`config.mk`:
```
export PLATFORM = sky130hd
export DESIGN_NAME = clock_divider_prog
export DESIGN_NICKNAME = d
export VERILOG_FILES = /design/src/rtl/clock_divider_prog.sv
export SDC_FILE = /design/constraint.sdc
export NUM_CORES = 1
export LEC_CHECK = 0
export CELL_PAD_IN_SITES_DETAIL_PLACEMENT = 2
export CELL_PAD_IN_SITES_GLOBAL_PLACEMENT = 2
export CORE_ASPECT_RATIO = 0.7
export CORE_MARGIN = 3
export CORE_UTILIZATION = 35
export DETAILED_ROUTE_END_ITERATION = 12
export HOLD_SLACK_MARGIN = 0.08
export PLACE_DENSITY_LB_ADDON = 0.1
export SYNTH_ARGS = -nofsm -noshare
export SYNTH_HDL_FRONTEND = slang
export SYNTH_SLANG_ARGS = --single-unit
```
`constraint.sdc`:
```
create_clock -name Clock_in -period 5.9 [get_ports Clock_in]
set_clock_uncertainty 0.2 [all_clocks]
set_input_delay 1.18 -clock Clock_in [delete_from_list [all_inputs] [get_ports Clock_in]]
set_output_delay 1.18 -clock Clock_in [all_outputs]
set_load 0.05 [all_outputs]
```
`src/rtl/clock_divider_prog.sv`:
```
// Programmable clock divider: produces a divided clock and a one-cycle Tick
// enable from Clock_in. A new divisor is staged as pending and only takes
// over at a period boundary (wrap or Restart), so Clock_out never glitches.
module clock_divider_prog #(
  parameter int WIDTH     = 16,
  parameter int RESET_DIV = 4
) (
  input  logic             Clock_in,
  input  logic             Reset_n,
  input  logic             Enable,
  input  logic             Restart,
  input  logic [WIDTH-1:0] Div_value,
  input  logic             Div_load,
  output logic             Div_busy,
  output logic             Div_ack,
  output logic             Clock_out,
  output logic             Tick
);

  localparam logic [WIDTH-1:0] ONE   = WIDTH'(1);
  localparam logic [WIDTH-1:0] TWO   = WIDTH'(2);
  localparam logic [WIDTH-1:0] N_RST = (RESET_DIV < 2) ? TWO : WIDTH'(RESET_DIV);

  // Divisors below 2 cannot form a high and a low phase; force them to 2.
  function automatic logic [WIDTH-1:0] clamp(input logic [WIDTH-1:0] v);
    return (v < TWO) ? TWO : v;
  endfunction

  logic [WIDTH-1:0] cnt, n_act, n_pend;
  logic             pend;

  logic             wrap, apply;
  logic [WIDTH-1:0] n_nxt, cnt_nx, hi_len;

  // Next-state terms: divisor in force for the next period and the new count.
  always_comb begin
    wrap   = (cnt == n_act - ONE);
    apply  = pend && (Restart || (Enable && wrap));
    n_nxt  = apply ? n_pend : n_act;
    hi_len = n_nxt - (n_nxt >> 1);
    cnt_nx = cnt;
    if (Restart)     cnt_nx = n_nxt - ONE;
    else if (Enable) cnt_nx = wrap ? '0 : cnt + ONE;
  end

  // Counter, divisor staging and registered outputs derived from the new count.
  always_ff @(posedge Clock_in or negedge Reset_n) begin
    if (!Reset_n) begin
      cnt       <= N_RST - ONE;
      n_act     <= N_RST;
      n_pend    <= N_RST;
      pend      <= 1'b0;
      Clock_out <= 1'b0;
      Tick      <= 1'b0;
      Div_ack   <= 1'b0;
    end else begin
      cnt     <= cnt_nx;
      n_act   <= n_nxt;
      Div_ack <= apply;
      if (Restart) begin
        Clock_out <= 1'b0;
        Tick      <= 1'b0;
      end else if (Enable) begin
        Clock_out <= (cnt_nx < hi_len);
        Tick      <= (cnt_nx == '0);
      end else begin
        Tick      <= 1'b0;
      end
      // A load on the applying edge becomes the next pending value.
      if (Div_load) begin
        n_pend <= clamp(Div_value);
        pend   <= 1'b1;
      end else if (apply) begin
        pend   <= 1'b0;
      end
    end
  end

  assign Div_busy = pend;

endmodule

```
==> flow_summary.ini <==
[run_status]
status = finished with violations
violations = setup timing

[pwr]
max-vdd-ir-drop_uv = 142
p_leak_nw = 2.73
power_density_nw_per_um2 = 388
power_mw = 2.49

[global_routing]
grt_max_degree = 53
first_global_vias = 5030
grt_first_pass_wirelength_microns = 30200
grt_overflow = 0
grt.total_usage = 0.277
antenna_found_initial = 0

[run]
cap_violations = 0

[drt]
routedWlPerCell_microns = 28.9
vias_per_cell = 5.87
drc = 0
drt_iter0_markers = 289
firstDrtPassIters = 4
ant_nets = 0
wl_microns = 22700
vias = 4616

[floorplanning]
die_h_microns = 102
rows = 34
die_area_sq_um = 14500
core_sq_um = 12600
io_pins = 25
initial_core_util = 0.363
die_x_microns = 143

[logic_synthesis]
synth_ff_type = dfrtp_1
synth_edf_count = 0
synthesis.nets = 573
synth_warnings = 0
yosysSeqAreaShare = 0.285
syn_area_sq_um = 4580
syn_area_per_cell_sq_um = 9.08
synthDistinctLibCells = 69
ys_ff_latch = 52
async_reset_ff_frac = 1.00
synth_cells = 504

[critical_path]
required_ns = 5.95
worstPathArrival_ns = 6.38
end_kind = register
crit_type = reg -> reg
worstPathMaxFanout = 8
startpoint_type = register

[clock_tree]
cts_root_buf = clkbuf_16
cts.sinks = 52
insertion_delay_ns = 0.31
clockBufferDepth = 2
cts_tree = yes
path_clk_slew_ns = 0.08
htreeDepth = 2
numCtsBuffers = 5

[min_path]
hold_path.class = reg -> reg

[place]
placed_cell_area_sq_um = 5570
place.detailed.hpwl_microns = 14500
gp_congestion = 0.826
port_buffers = 24
dp.cells = 750
dpl_worst_slack_ns = -0.566

[timing]
drv_slew = 0
slew_headroom = 0.276
setup_violations = 1
post-route-period-util = 1.07
clock.fmax_mhz = 158
finalHoldViolCount = 0
finalWorstSetupSlack_ns = -0.437
worstMarginPinSlew_ns = 1.08
rsz0062_at_grt = yes
period_needed_ns = 6.34

[cells_and_area]
syn_to_final_growth_pct = 40.6
nets = 692
n_antenna_cell = 0
final_cell_area_sq_um = 6430
final_cells = 786
mostFrequentLayoutCells = buf_4 (101), dfrtp_1 (48), nor2_1 (39)
fill_cells = 1301
layout_commonest_cell = buf_4
drive_gt1_frac = 0.354
[what timing repair did]
action | CTS | global route
setup endpoints to repair | 1 | 2
buffers inserted | 15 | 12
cloned | 1 | 0
hold buffers | 0 | 0
pin swaps | 33 | 32
hold endpoints to repair | 0 | 0
resized for setup | 44 | 59
[synthesized netlist by cell type, types with 14 or more instances]
cell type	instances	area share
xnor2_1	30	0.057
inv_1	32	0.026
mux2_2	18	0.044
nand2_1	24	0.020
dfrtp_1	48	0.26
nor2b_1	14	0.019
ha_1	47	0.13
mux2i_1	18	0.039
o21ai_0	22	0.024
clkbuf_1	14	0.011
a21oi_1	16	0.018
xor2_1	26	0.050
nor2_1	44	0.036
[per-stage QoR]
| step | hold slack (ns) | util | TNS, ns |
|---|---|---|---|
| floorplan | 0.275 | - | 0 |
| global placement | 0.315 | 0.442 | -0.319 |
| detailed placement | 0.306 | 0.442 | -0.566 |
| CTS | 0.334 | 0.483 | -0.125 |
| global route | 0.358 | 0.511 | -0.741 |
| finish | 0.328 | 0.511 | -0.437 |
[worst paths after layout]
| kind | from | to | slack (ns) | depth (start not counted) |
|---|---|---|---|---|
| setup / recovery | n_act[1] | Clock_out | -0.44 | 25 |
| hold / removal | n_pend[14] | n_pend[14] | 0.33 | 1 |
| setup reg to reg | n_act[1] | Clock_out | -0.44 | 25 |
| hold reg to reg | n_pend[14] | n_pend[14] | 0.33 | 1 |
| max in group asynchronous | Reset_n | cnt[8] | 4.20 | 2 |
| min in group asynchronous | Reset_n | n_pend[0] | 0.82 | 2 |
[cell families (layout without fill, tap and decap cells)]
group	after synthesis	count (layout)	synth area share
and+or+nand+nor	160	160	0.186
xor gates and xnor gates	56	56	0.107
muxes	39	39	0.0916
buffers and inverters	53	173	0.0479
adders and majority gates	48	48	0.133
DFF	52	52	0.285
AOI/OAI and AO/OA	96	96	0.148
[worst max-delay path, stage by stage, from the launching register on]
cell       delay [ns]
dfrtp_1          0.44
inv_2            0.11
ha_4             0.14
or4b_4           0.53
nor2_2           0.12
xnor2_1          0.11
a311oi_1         0.31
nand4_1          0.25
o41ai_4          0.39
buf_4            0.18
buf_4            0.10
buf_4            0.19
mux2i_2          0.41
buf_4            0.25
ha_1             0.21
nand3_1          0.16
o21bai_1         0.25
a21boi_0         0.29
xnor2_1          0.12
o22ai_1          0.35
ha_1             0.34
nand4_1          0.10
nor2_2           0.06
buf_4            0.14
a2111oi_4        0.33
a32o_1           0.19
[per-layer routing]
layer  GRT usage  up-vias  wire length [microns]
li1            -     2034                      -
met1       0.382     2390                   9940
met2       0.461      141                  11000
met3      0.0335       51                   1090
met4      0.0730        0                    698
met5           0        -                      0
[power breakdown]
part	total (mW)	switching (mW)	internal, mW
clock	0.329	0.167	0.162
combinational	1.63	0.894	0.733
sequential	0.538	0.113	0.426
total	2.49	1.17	1.32
[registers in the layout (all words and copies together) (netlist names)]
| signal | count |
|---|---|
| cnt | 16 |
| n_act | 16 |
| n_pend | 16 |
| Clock_out | 1 |
| Div_ack | 1 |
| Div_busy | 1 |
| Tick | 1 |
[cell type report]
class                           count  area (sq um)  share of cell area
Tap cell                          162           203              0.0315
Inverter                           32           123              0.0191
Sequential cell                    52          1310               0.203
Clock inverter                      3          25.0             0.00389
Multi-Input combinational cell    399          3510               0.546
Clock buffer                        5           125              0.0195
Timing Repair Buffer              133          1140               0.177
No activity file was read; power rests on OpenSTA's default activity.
